## config.mk

```make
export PLATFORM = sky130hd
export DESIGN_NAME = rv32i_fetch_flat
export DESIGN_NICKNAME = d
export VERILOG_FILES = /design/src/rtl/rv32i_fetch_if.sv /design/src/rtl/rv32i_fetch.sv /design/src/flat_wrapper.sv
export SDC_FILE = /design/constraint.sdc
export NUM_CORES = 1
export LEC_CHECK = 0
export ABC_AREA = 1
export BUFFER_PORTS_ARGS = -buffer_cell sky130_fd_sc_hd__buf_4
export CAP_MARGIN = 10
export CORE_UTILIZATION = 25
export CTS_BUF_LIST = sky130_fd_sc_hd__clkbuf_8
export CTS_CLUSTER_SIZE = 30
export DETAILED_ROUTE_END_ITERATION = 7
export GPL_TIMING_DRIVEN = 0
export PLACE_DENSITY = 0.45
export SKIP_CTS_REPAIR_TIMING = 1
export SLEW_MARGIN = 0
export SYNTH_ARGS = -nofsm -noshare
export SYNTH_HDL_FRONTEND = slang
export SYNTH_SLANG_ARGS = --single-unit
```

## constraint.sdc

```tcl
create_clock -name clk_i -period 2.25 [get_ports clk_i]
set_clock_uncertainty 0.05 [all_clocks]
set_input_delay 0.225 -clock clk_i [delete_from_list [all_inputs] [get_ports clk_i]]
set_output_delay 0.225 -clock clk_i [all_outputs]
set_load 0.05 [all_outputs]
```

## src/rtl/rv32i_fetch_if.sv

```systemverilog
// rv32i fetch to instruction memory read bus.
// Single outstanding read; request is held until ack.
interface rv32i_fetch_if #(
  parameter int XLEN = 32,
  parameter int ILEN = 32
);
  logic            mem_req_o;
  logic [XLEN-1:0] mem_addr_o;
  logic            mem_ack_i;
  logic [ILEN-1:0] mem_data_i;

  modport master (
    output mem_req_o,
    output mem_addr_o,
    input  mem_ack_i,
    input  mem_data_i
  );

  modport slave (
    input  mem_req_o,
    input  mem_addr_o,
    output mem_ack_i,
    output mem_data_i
  );
endinterface

```

## src/rtl/rv32i_fetch.sv

```systemverilog
// rv32i fetch stage: fetch PC, single-outstanding imem reads, 2-entry FIFO.
// Define RV32I_FETCH_MISALIGN_EN to halt on misaligned redirects.
module rv32i_fetch #(
  parameter int              XLEN     = 32,
  parameter int              ILEN     = 32,
  parameter logic [XLEN-1:0] RESET_PC = '0
) (
  input  logic            clk_i,
  input  logic            reset_i,
  input  logic            stall_i,
  input  logic            redirect_i,
  input  logic [XLEN-1:0] redirect_addr_i,
  rv32i_fetch_if.master   imem,
  output logic [ILEN-1:0] instruction_o,
  output logic [XLEN-1:0] pc_data_o,
  output logic            data_ready_o,
  output logic            misaligned_o
);

`ifdef RV32I_FETCH_MISALIGN_EN
  typedef enum logic [1:0] {
    S_FETCH,
    S_DROP,
    S_HALT
  } state_e;
`else
  typedef enum logic {
    S_FETCH,
    S_DROP
  } state_e;
`endif

  state_e          state_q, state_d, run_st;
  logic [XLEN-1:0] pc_q, pc_d;
  logic [XLEN-1:0] addr_q, addr_d;
  logic            req_q, req_d;
  logic [1:0]      cnt_q, cnt_d;
  logic [XLEN-1:0] hpc_q, hpc_d, tpc_q, tpc_d;
  logic [ILEN-1:0] hins_q, hins_d, tins_q, tins_d;
  logic            mis_q, mis_d;
  logic            ack, hold, pop, push, bad;
  logic [1:0]      widx;
  logic [XLEN-1:0] tgt;

`ifdef RV32I_FETCH_MISALIGN_EN
  assign bad          = |redirect_addr_i[1:0];
  assign tgt          = redirect_addr_i;
  assign misaligned_o = mis_q;
`else
  logic unused_lsb;
  assign unused_lsb   = ^redirect_addr_i[1:0];
  assign bad          = 1'b0;
  assign tgt          = {redirect_addr_i[XLEN-1:2], 2'b00};
  assign misaligned_o = 1'b0;
`endif

  assign imem.mem_req_o  = req_q;
  assign imem.mem_addr_o = addr_q;
  assign instruction_o   = hins_q;
  assign pc_data_o       = hpc_q;
  assign pop          = (cnt_q != 2'd0) & ~stall_i & ~redirect_i;
  assign data_ready_o = pop;

  always_comb begin
    ack     = req_q & imem.mem_ack_i;
    hold    = req_q & ~imem.mem_ack_i;
    push    = ack & (state_q == S_FETCH) & ~redirect_i;
    widx    = cnt_q - {1'b0, pop};
    state_d = state_q;
    pc_d    = pc_q;
    cnt_d   = cnt_q;
    hpc_d   = hpc_q;
    hins_d  = hins_q;
    tpc_d   = tpc_q;
    tins_d  = tins_q;
    mis_d   = redirect_i ? bad : mis_q;
`ifdef RV32I_FETCH_MISALIGN_EN
    run_st  = mis_d ? S_HALT : S_FETCH;
`else
    run_st  = S_FETCH;
`endif

    if (redirect_i) begin
      cnt_d = 2'd0;
      pc_d  = tgt;
    end else begin
      if (pop) begin
        hpc_d  = tpc_q;
        hins_d = tins_q;
      end
      if (push) begin
        if (widx == 2'd0) begin
          hpc_d  = addr_q;
          hins_d = imem.mem_data_i;
        end else begin
          tpc_d  = addr_q;
          tins_d = imem.mem_data_i;
        end
        pc_d = pc_q + XLEN'(4);
      end
      cnt_d = widx + {1'b0, push};
    end

    unique case (state_q)
      S_FETCH: begin
        if (redirect_i && hold)
          state_d = S_DROP;
        else if (redirect_i)
          state_d = run_st;
      end
      S_DROP: begin
        if (ack)
          state_d = run_st;
      end
`ifdef RV32I_FETCH_MISALIGN_EN
      S_HALT: begin
        if (!mis_d)
          state_d = S_FETCH;
      end
`endif
      default: state_d = S_FETCH;
    endcase

    // A pending request keeps its address even across redirects.
    if (hold) begin
      req_d  = 1'b1;
      addr_d = addr_q;
    end else begin
      req_d  = (state_d == S_FETCH) & (cnt_d <= 2'd1);
      addr_d = pc_d;
    end
  end

  always_ff @(posedge clk_i) begin
    if (reset_i) begin
      state_q <= S_FETCH;
      pc_q    <= RESET_PC;
      addr_q  <= RESET_PC;
      req_q   <= 1'b0;
      cnt_q   <= 2'd0;
      hpc_q   <= '0;
      hins_q  <= '0;
      tpc_q   <= '0;
      tins_q  <= '0;
      mis_q   <= 1'b0;
    end else begin
      state_q <= state_d;
      pc_q    <= pc_d;
      addr_q  <= addr_d;
      req_q   <= req_d;
      cnt_q   <= cnt_d;
      hpc_q   <= hpc_d;
      hins_q  <= hins_d;
      tpc_q   <= tpc_d;
      tins_q  <= tins_d;
      mis_q   <= mis_d;
    end
  end

`ifndef SYNTHESIS
  always @(posedge clk_i) begin
    if (!reset_i)
      assert (!(push && widx == 2'd2));
  end
`endif

endmodule

```

## src/flat_wrapper.sv

```systemverilog
// flat-port wrapper written by rule: the top's interface ports become plain ports
module rv32i_fetch_flat 
#(
  parameter int              XLEN     = 32,
  parameter int              ILEN     = 32,
  parameter logic [XLEN-1:0] RESET_PC = '0
)
  (clk_i, reset_i, stall_i, redirect_i, redirect_addr_i, instruction_o, pc_data_o, data_ready_o, misaligned_o, imem_mem_req_o, imem_mem_addr_o, imem_mem_ack_i, imem_mem_data_i);
  rv32i_fetch_if #(.XLEN(XLEN), .ILEN(ILEN)) imem_i ();
  input  logic clk_i;
  input  logic reset_i;
  input  logic stall_i;
  input  logic redirect_i;
  input  logic [XLEN-1:0] redirect_addr_i;
  output logic [ILEN-1:0] instruction_o;
  output logic [XLEN-1:0] pc_data_o;
  output logic data_ready_o;
  output logic misaligned_o;
  output wire logic [$bits(imem_i.mem_req_o)-1:0] imem_mem_req_o;
  output wire logic [$bits(imem_i.mem_addr_o)-1:0] imem_mem_addr_o;
  input wire logic [$bits(imem_i.mem_ack_i)-1:0] imem_mem_ack_i;
  input wire logic [$bits(imem_i.mem_data_i)-1:0] imem_mem_data_i;
  assign imem_mem_req_o = imem_i.mem_req_o;
  assign imem_mem_addr_o = imem_i.mem_addr_o;
  assign imem_i.mem_ack_i = imem_mem_ack_i;
  assign imem_i.mem_data_i = imem_mem_data_i;
  rv32i_fetch #(.XLEN(XLEN), .ILEN(ILEN), .RESET_PC(RESET_PC)) u_core (.clk_i(clk_i), .reset_i(reset_i), .stall_i(stall_i), .redirect_i(redirect_i), .redirect_addr_i(redirect_addr_i), .imem(imem_i), .instruction_o(instruction_o), .pc_data_o(pc_data_o), .data_ready_o(data_ready_o), .misaligned_o(misaligned_o));
endmodule
```

Word level (Yosys, flattened, before mapping)
Index checks and enable logic that the tools add are counted.
- register bits: 196
- $add $sub $neg: 3
- magnitude comparators: 1
- multiplexer cells: 13
- bitwise logic cells: 13
- reductions and logical operators: 4
- operators by type and width (cell ; count):
    $mux W32 ; 8
    $add A32 B3 Y32 const B ; 1
    $and A1 B1 Y1 ; 7
    $not A1 Y1 ; 6
    $mux W1 ; 3
    $reduce_and A3 Y1 ; 1
    $add A2 B1 Y2 ; 1
    $le A2 B1 Y1 const B ; 1
    $logic_not A2 Y1 ; 1
    $mux W2 ; 1
    $pmux W1 S2 ; 1
    $reduce_bool A2 Y1 ; 1
    $sub A2 B1 Y2 ; 1
    $logic_and A1 B1 Y1 ; 1

Longest topological paths before layout
Gate-level depths: netlist of the first run.
- depth after elaboration: 9
- gate-level depth with buffers: 12

Worst setup path after synthesis of the first run
Ideal clock, no wire load.
- path kind: reg-to-reg
- start point: register u_core.cnt_q[1]
- end point: register u_core.req_q (netlist: u_core.imem.mem_req_o)
- setup time: 0.132 ns
- arrival: 1.719 ns
- setup slack: 0.349 ns
- stages on the path, launching flop included: 11
- path buffers: 1
- cells stage by stage: dfxtp_1 o21ai_2 buf_4 inv_1 nand2_1 o21ai_0 ha_1 a21oi_1 o21ai_0 nand2_1 a21oi_1
- longest elaborated chain between the ends: 9
- ends and longest elaborated chain (item ; RTL line ; source):
    from (decl) ; rv32i_fetch.sv:37 ; logic [1:0] cnt_q, cnt_d;
    from (signal assigned) ; rv32i_fetch.sv:151 ; cnt_q <= cnt_d;
    $reduce_bool A2 Y1 ; rv32i_fetch.sv:61 ; assign pop = (cnt_q != 2'd0) & ~stall_i & ~redirect_i;
    $and A1 B1 Y1 (2 in a row) ; rv32i_fetch.sv:61 ;
    via data_ready_o ; flat_wrapper.sv:17 ; output logic data_ready_o;
    $sub A2 B1 Y2 ; rv32i_fetch.sv:68 ; widx = cnt_q - {1'b0, pop};
    $add A2 B1 Y2 ; rv32i_fetch.sv:101 ; cnt_d = widx + {1'b0, push};
    $mux W2 ; rv32i_fetch.sv:83 ; if (redirect_i) begin
    $le A2 B1 Y1 ; rv32i_fetch.sv:129 ; req_d = (state_d == S_FETCH) & (cnt_d <= 2'd1);
    $and A1 B1 Y1 ; rv32i_fetch.sv:129 ;
    $mux W1 ; rv32i_fetch.sv:125 ; if (hold) begin
    to (signal assigned) ; rv32i_fetch.sv:150 ; req_q <= req_d;
    to (decl) ; rv32i_fetch.sv:36 ; logic req_q, req_d;
The timed path passes the listed nets, and every way through them passes these cells.
A chain may end at the register's enable or synchronous reset.

Worst setup path in the final report of the first run
- start point: register u_core.pc_q[2]
- end point: register u_core.addr_q[20] (netlist: u_core.imem.mem_addr_o[20])
- longest elaborated chain between the ends: 3
- ends and longest elaborated chain (item ; RTL line ; source):
    from (decl) ; rv32i_fetch.sv:34 ; logic [XLEN-1:0] pc_q, pc_d;
    from (signal assigned) ; rv32i_fetch.sv:148 ; pc_q <= pc_d;
    $add A32 B3 Y32 ; rv32i_fetch.sv:99 ; pc_d = pc_q + XLEN'(4);
    $mux W32 ; rv32i_fetch.sv:91 ; if (push) begin
    $mux W32 ; rv32i_fetch.sv:83 ;
    to (signal assigned) ; rv32i_fetch.sv:149 ; addr_q <= addr_d;
    to (decl) ; rv32i_fetch.sv:35 ; logic [XLEN-1:0] addr_q, addr_d;
Every way passes these cells.

==> impl_metrics.csv, run 1 <==
group,metric,value,unit
power_and_ir_drop,power,0.00741,W
logic_synthesis,synth.cell_area,8580,sq um
cts,path_clk_slew,0.11,ns
global_routing,grt_usage,0.171,
sta,drv_slew,0,
logic_synthesis,synth_nets,1232,
logic_synthesis,synthCells,1161,
power_and_ir_drop,p_comb_frac,0.182,
routing,ant_nets,0,
routing,wl,29800,microns
worst_setup_path,cpMostUsedCell,"nand2_1",
worst_setup_path,slowest_stage,"dfxtp_1",
floorplan,rows,67,
min_path,holdCritPathClass,"in -> reg",
sta,tightest_slew,0.720,ns
worst_setup_path,critPathLaunchType,"flip-flop",
sta,hold_viol_final,5,
layout,drive_above_1_share,0.183,
global_routing,grt_overflow,0,
global_routing,grt_max_degree,19,
worst_setup_path,worstSetupPathType,"reg -> reg",
cts,h-tree-depth,4,
layout,area_growth,29.4,%
floorplan,fp.dieW,187,microns
placed_design,dpl_cell_area,10400,sq um
floorplan,dieArea,35100,sq um
layout,utilization,0.330,
cts,clock_sink_count,196,
worst_setup_path,worstSetupEndpointType,"flip-flop",
min_path,min_path_cells,3,
floorplan,core_area,33600,sq um
global_routing,grt_pass1_vias,7780,
power_and_ir_drop,switchingPower,0.00243,W
layout,fin_nets,1450,
placed_design,portBuffers,162,
logic_synthesis,synthSimpleGateAreaFrac,0.204,
logic_synthesis,ys_types,37,
routing,dr.pass1.iters,5,
logic_synthesis,synth_top_family_by_area,"compound AO/OA/AOI/OAI gates",
power_and_ir_drop,pwr-share-seq,0.509,
logic_synthesis,ys_warn_count,0,
cts,cts_root_buf,"clkbuf_8",
logic_synthesis,synth.avg_cell_area,7.39,sq um
placed_design,hpwl,22200,microns
worst_setup_path,worst_path_dominant_cell_family,"simple AND/OR/NAND/NOR gates",
layout,fillers,3692,
logic_synthesis,synth_seq_cells,196,
power_and_ir_drop,leakage,4.56,nW
logic_synthesis,synth-compound-area-share,0.217,
layout,stdcell_area,11100,sq um
power_and_ir_drop,p_per_area,668,nW/um^2
power_and_ir_drop,swShare,0.328,
sta,min_period_over_period,0.905,
worst_setup_path,rr_startpoint,"u_core.pc_q[2]$_SDFF_PP0_",
floorplan,fp.dieH,187,microns
worst_setup_path,crit_path_cell_trace,"ha_1, inv_1, nor2_4, nand3_1, nor2_1, nand2_1, xnor2_1, nand2_1, nand3_1, nand2_1, inv_1",
routing,num_vias,8250,
cts,clkLatencyLatePin,0.48,ns
worst_setup_path,crit_buf_inv,2,
worst_setup_path,worstRegToRegCells,11,
routing,vias_per_cell,4.49,
sta,rsz0062_at_grt,"false",
cts,clock_path_buffers,2,
run_status,violations,"negative hold slack",
worst_setup_path,reg2reg_to,"u_core.imem.mem_addr_o[20]$_SDFFE_PP0P_",
run_status,status,"finished with violations",
floorplan,start_util,0.255,
sta,finalSetupViolCount,0,
global_routing,grt_pass1_wl,46100,microns
routing,drc,0,
power_and_ir_drop,cell_internal_pwr,0.00498,W
placed_design,finalWeightedCongestion,0.842,
logic_synthesis,synth-adder-area-share,0.00292,
worst_setup_path,max_stage_delay,0.40,ns
worst_setup_path,cp_data_arrival_time,2.36,ns
job,max_cap_violations,0,
routing,routedWlPerCell,16.2,microns
floorplan,ioPinCount,168,
logic_synthesis,synth_xor_area_frac,0.0112,
worst_setup_path,worst_ep_required_time,2.57,ns
sta,fin_hold_ws,-0.0292,ns
worst_setup_path,rrSetupSlack,0.21,ns
power_and_ir_drop,vdd_drop_max,0.374,mV
min_path,hp-start,"imem_mem_data_i[18]",
cts,cts_tree,"yes",
logic_synthesis,synth_mux_area_frac,0,
worst_setup_path,cp_max_fo,5,
global_routing,antenna_found_initial,0,
sta,fin_crit,2.04,ns
cts,cts_buffers,17,
routing,drt_iter0_drc,503,
logic_synthesis,yosysSeqAreaShare,0.457,
sta,clock.fmax,491,MHz
power_and_ir_drop,power_frac_clock,0.309,
sta,slew_headroom,0.520,
min_path,worstHoldEndpoint,"u_core.instruction_o[18]$_SDFFE_PP0N_",
layout,n_antenna_cell,0,
## flip-flops by register name, indices dropped and copies added (netlist names)
register	flops
u_core.cnt_q	2
u_core.imem.mem_addr_o	32
u_core.imem.mem_req_o	1
u_core.instruction_o	32
u_core.pc_data_o	32
u_core.pc_q	32
u_core.state_q	1
u_core.tins_q	32
u_core.tpc_q	32
## power groups by stage
stage          clock (W)  combinational (W)  sequential [W]
2_1_floorplan          0           0.000463         0.00418
3_3_place_gp           0            0.00130         0.00385
4_1_cts          0.00235            0.00131         0.00378
6_report         0.00229            0.00135         0.00377
5_1_grt          0.00250            0.00147         0.00379
3_5_place_dp           0            0.00130         0.00385
## metrics by stage
| stage | setup TNS [ns] | instances | setup WS [ns] |
|---|---|---|---|
| global route | 0 | 1839 | 0.0261 |
| detailed placement | -0.190 | 1771 | -0.190 |
| floorplan | 0 | 1161 | 0.349 |
| finish | 0 | 1839 | 0.215 |
| CTS | -0.397 | 1802 | -0.218 |
| global placement | -0.160 | 1771 | -0.160 |
## cells in the mapped netlist, drive strengths merged
cell type  instances  area [sq um]
dfxtp            196          3920
nand2            184           708
o21ai            169           850
inv              144           541
nor2             122           516
a21oi             92           460
nand3             67           360
o211ai            66           495
clkbuf            46           173
buf               30           204
nand4              8          56.3
or2                8          50.1
nor3               6          46.3
xor2               6          52.6
o21bai             5          37.5
xnor2              5          43.8
a311oi             2          17.5
ha                 2          25.0
and2               1          6.26
conb               1          3.75
nand3b             1          7.51
## worst max path at each step
stage	end	slack, ns	startpoint	depth (start not counted)
after global routing	u_core.imem.mem_req_o$_SDFF_PP0_	0.03	u_core.cnt_q[0]$_SDFF_PP0_	10
after CTS	u_core.imem.mem_req_o$_SDFF_PP0_	-0.22	u_core.cnt_q[1]$_SDFF_PP0_	9
after global placement	u_core.imem.mem_req_o$_SDFF_PP0_	-0.16	u_core.cnt_q[1]$_SDFF_PP0_	9
after floorplan	u_core.imem.mem_req_o$_SDFF_PP0_	0.35	u_core.cnt_q[1]$_SDFF_PP0_	10
after detailed placement	u_core.imem.mem_req_o$_SDFF_PP0_	-0.19	u_core.cnt_q[1]$_SDFF_PP0_	9
final	u_core.imem.mem_addr_o[20]$_SDFFE_PP0P_	0.21	u_core.pc_q[2]$_SDFF_PP0_	11
## final cells by class
class | count | area, sq um | area share
sequential | 196 | 3920 | 0.354
multi-input combinational | 745 | 3740 | 0.337
timing repair buffer | 199 | 1580 | 0.142
tap | 448 | 561 | 0.0505
inverter | 144 | 541 | 0.0487
buffer | 76 | 377 | 0.0339
clock buffer | 17 | 234 | 0.0211
clock inverter | 14 | 141 | 0.0127
## layer usage
layer  track usage  share of wire
met5             0              0
met4        0.0407          0.011
met2         0.274           0.46
met1         0.241           0.48
met3        0.0235          0.041
## cells in the final DEF, fill, tap and decap left out, types with 2 or more instances in the layout
cell type / instances
or2_0: 2
inv_2: 4
clkbuf_8: 17
or2_2: 5
a21oi_1: 92
buf_2: 19
o21bai_1: 5
nand2_1: 181
xnor2_1: 5
nand3_2: 5
nor2_4: 7
nand4_1: 7
a311oi_1: 2
clkbuf_1: 46
nand3_1: 62
clkinv_4: 2
dfxtp_1: 196
o211ai_1: 66
nor2_1: 113
inv_6: 6
dlygate4sd3_1: 34
xor2_1: 6
ha_1: 2
nand2_4: 2
nor3_1: 4
buf_6: 8
o21ai_0: 151
inv_1: 140
clkinvlp_4: 4
nor2_2: 2
o21ai_1: 17
buf_4: 167
## worst register-to-register path: cells and delay by family (launching register included)
kind	cells	cell delay [ns]
xor gates and xnor gates	1	0.18
and+or+nand+nor	7	0.97
DFF	1	0.40
buffers and inverters	2	0.12
adders and majority gates	1	0.22
## logic make-up (layout without fill, tap and decap cells)
family	count (synthesis)	count (layout)
AOI/OAI and AO/OA	334	334
adders and majority gates	2	2
DFF	196	196
buffers and inverters	220	450
xor gates and xnor gates	11	11
and+or+nand+nor	397	397
other	1	1
(Power assumes the default switching activity.)
==> inputs of run 2 (changes only) <==
--- a/config.mk
+++ b/config.mk
@@ -8,12 +8,14 @@
 export ABC_AREA = 1
 export BUFFER_PORTS_ARGS = -buffer_cell sky130_fd_sc_hd__buf_4
 export CAP_MARGIN = 10
+export CELL_PAD_IN_SITES_DETAIL_PLACEMENT = 0
+export CELL_PAD_IN_SITES_GLOBAL_PLACEMENT = 1
 export CORE_UTILIZATION = 25
 export CTS_BUF_LIST = sky130_fd_sc_hd__clkbuf_8
 export CTS_CLUSTER_SIZE = 30
 export DETAILED_ROUTE_END_ITERATION = 7
 export GPL_TIMING_DRIVEN = 0
-export PLACE_DENSITY = 0.45
+export PLACE_DENSITY = 0.57
 export SKIP_CTS_REPAIR_TIMING = 1
 export SLEW_MARGIN = 0
 export SYNTH_ARGS = -nofsm -noshare
==> run 2 against run 1 <==
  * The flow still finishes with violations (negative hold slack)
  * Clock-buffer cell count grew 2
  * Clock power increased by 7%
  * Flip-flop and latch count unchanged
  * Die area stayed put
  * Utilization increased by 0.17 points
  * Combinational power hardly changed
  * Worst hold slack lost 0.0057 ns
  * Final cell count grew 0.16%
  * Non-clock buffer count up 2
  * Critical endpoint unchanged
  * Highest routed layer unchanged
==> impl_metrics.csv, run 2 (same netlist as run 1, synthesis figures left out) <==
group,metric,value,unit
sta,drv_slew,0,
floorplan,fp.dieH,187,microns
routing,vias_per_cell,4.44,
cts,cts_root_buf,"clkbuf_8",
placed_design,hpwl,22800,microns
floorplan,rows,67,
global_routing,antenna_found_initial,0,
layout,mostFrequentLayoutCell,"dfxtp_1",
sta,min_period_over_period,0.922,
placed_design,place_inst,1771,
floorplan,start_util,0.255,
floorplan,fp.dieW,187,microns
sta,fin_crit,2.08,ns
layout,drive_above_1_share,0.181,
power_and_ir_drop,p_per_area,680,nW/um^2
worst_setup_path,max_stage_delay,0.41,ns
layout,n_antenna_cell,0,
sta,fin_hold_ws,-0.0349,ns
layout,final_cell_mix,"196 x dfxtp_1, 181 x nand2_1, 165 x buf_4",
cts,cts_tree,"yes",
worst_setup_path,cpMostUsedCell,"nand2_1",
routing,drc,0,
placed_design,dpl_cell_area,10400,sq um
global_routing,grt_usage,0.173,
placed_design,finalWeightedCongestion,0.832,
routing,drt_iter0_drc,408,
worst_setup_path,cp_data_arrival_time,2.40,ns
sta,hold_viol_final,4,
cts,clock_path_buffers,2,
sta,tightest_slew,0.789,ns
run_status,violations,"negative hold slack",
cts,cts_buffers,17,
worst_setup_path,crit_buf_inv,2,
worst_setup_path,worstSetupPathType,"reg -> reg",
cts,clkLatencyLatePin,0.47,ns
routing,dr.pass1.iters,5,
layout,fin_nets,1452,
min_path,holdCritPathClass,"in -> reg",
global_routing,grt_overflow,0,
placed_design,portBuffers,162,
placed_design,preCtsSetupSlack,-0.0510,ns
worst_setup_path,crit_path_cell_trace,"ha_1, inv_1, nor2_4, nand3_1, nor2_1, nand2_1, xnor2_1, nand2_1, nand3_1, nand2_1, inv_1",
layout,fin_cells,1842,
routing,num_vias,8186,
floorplan,dieArea,35100,sq um
worst_setup_path,slowest_stage,"dfxtp_1",
sta,rsz0062_at_grt,"false",
cts,h-tree-depth,4,
power_and_ir_drop,vdd_drop_max,0.363,mV
power_and_ir_drop,leakage,4.60,nW
run_status,status,"finished with violations",
sta,clock.fmax,482,MHz
floorplan,core_area,33600,sq um
worst_setup_path,worst_ep_required_time,2.58,ns
global_routing,grt_pass1_vias,7783,
sta,finalSetupViolCount,0,
routing,wl,30400,microns
worst_setup_path,worst_path_dominant_cell_family,"simple AND/OR/NAND/NOR gates",
routing,ant_nets,0,
global_routing,grt_max_degree,18,
cts,clock_sink_count,196,
global_routing,grt_pass1_wl,46300,microns
sta,layout_setup_ws,0.175,ns
cts,path_clk_slew,0.11,ns
layout,area_growth,30.1,%
worst_setup_path,cp_max_fo,5,
routing,routedWlPerCell,16.5,microns
layout,stdcell_area,11200,sq um
sta,slew_headroom,0.474,
floorplan,ioPinCount,168,
worst_setup_path,worstSetupEndpointType,"flip-flop",
sta,setup_tns,0,ns
layout,fillers,3724,
worst_setup_path,critPathLaunchType,"flip-flop",
job,max_cap_violations,0,
-- run 2: cell count changes in the layout (fill, tap and decap cells not counted), sizes merged --
cell	change
inv	+1
bufinv	+1
dlygate4sd3	+4
clkinvlp	-3
buf	-2
clkbuf	+2
-- run 2: layout make-up --
class                           instances  area, sq um  area share
Clock buffer                           19          262      0.0234
Inverter                              144          541      0.0485
Buffer                                 76          377      0.0338
Tap cell                              448          561      0.0502
Multi-Input combinational cell        745         3740       0.336
Sequential cell                       196         3920       0.352
Timing Repair Buffer                  201         1600       0.144
Clock inverter                         13          145      0.0130
-- run 2: path summary, 6_finish.rpt --
path | from | to | slack, ns | depth (start not counted)
max | u_core.pc_q[2]$_SDFF_PP0_ | u_core.imem.mem_addr_o[20]$_SDFFE_PP0P_ | 0.17 | 11
min | imem_mem_data_i[21] | u_core.instruction_o[21]$_SDFFE_PP0N_ | -0.03 | 3
max reg2reg | u_core.pc_q[2]$_SDFF_PP0_ | u_core.imem.mem_addr_o[20]$_SDFFE_PP0P_ | 0.17 | 11
min reg2reg | u_core.pc_q[1]$_SDFF_PP0_ | u_core.pc_q[1]$_SDFF_PP0_ | 0.41 | 2
-- run 2: worst register-to-register path: stages (launching register included) --
cell and delay (ns):
dfxtp_1 0.41, ha_1 0.22, inv_1 0.08, nor2_4 0.18, nand3_1 0.14, nor2_1 0.19
nand2_1 0.20, xnor2_1 0.17, nand2_1 0.07, nand3_1 0.13, nand2_1 0.09, inv_1 0.04
-- run 2: power breakdown --
| group | switching (W) | total, W | internal [W] |
|---|---|---|---|
| logic | 0.000887 | 0.00135 | 0.000465 |
| clock network | 0.00139 | 0.00246 | 0.00107 |
| registers | 0.000159 | 0.00378 | 0.00362 |
| total | 0.00244 | 0.00759 | 0.00516 |
-- run 2: routing by layer --
layer / vias to the layer above / track usage / part of all wire
met1: 3776 / 0.236 / 0.49
met3: 16 / 0.0250 / 0.030
met2: 147 / 0.291 / 0.48
met5: - / 0 / 0
met4: 0 / 0.0309 / 0.0069
li1: 4247 / - / -
-- run 2: metrics by stage --
| step | utilization | power [W] |
|---|---|---|
| after floorplan | - | 0.00464 |
| after global placement | 0.308 | 0.00516 |
| after detailed placement | 0.308 | 0.00516 |
| after CTS | 0.320 | 0.00762 |
| after global routing | 0.332 | 0.00793 |
| final | 0.332 | 0.00759 |
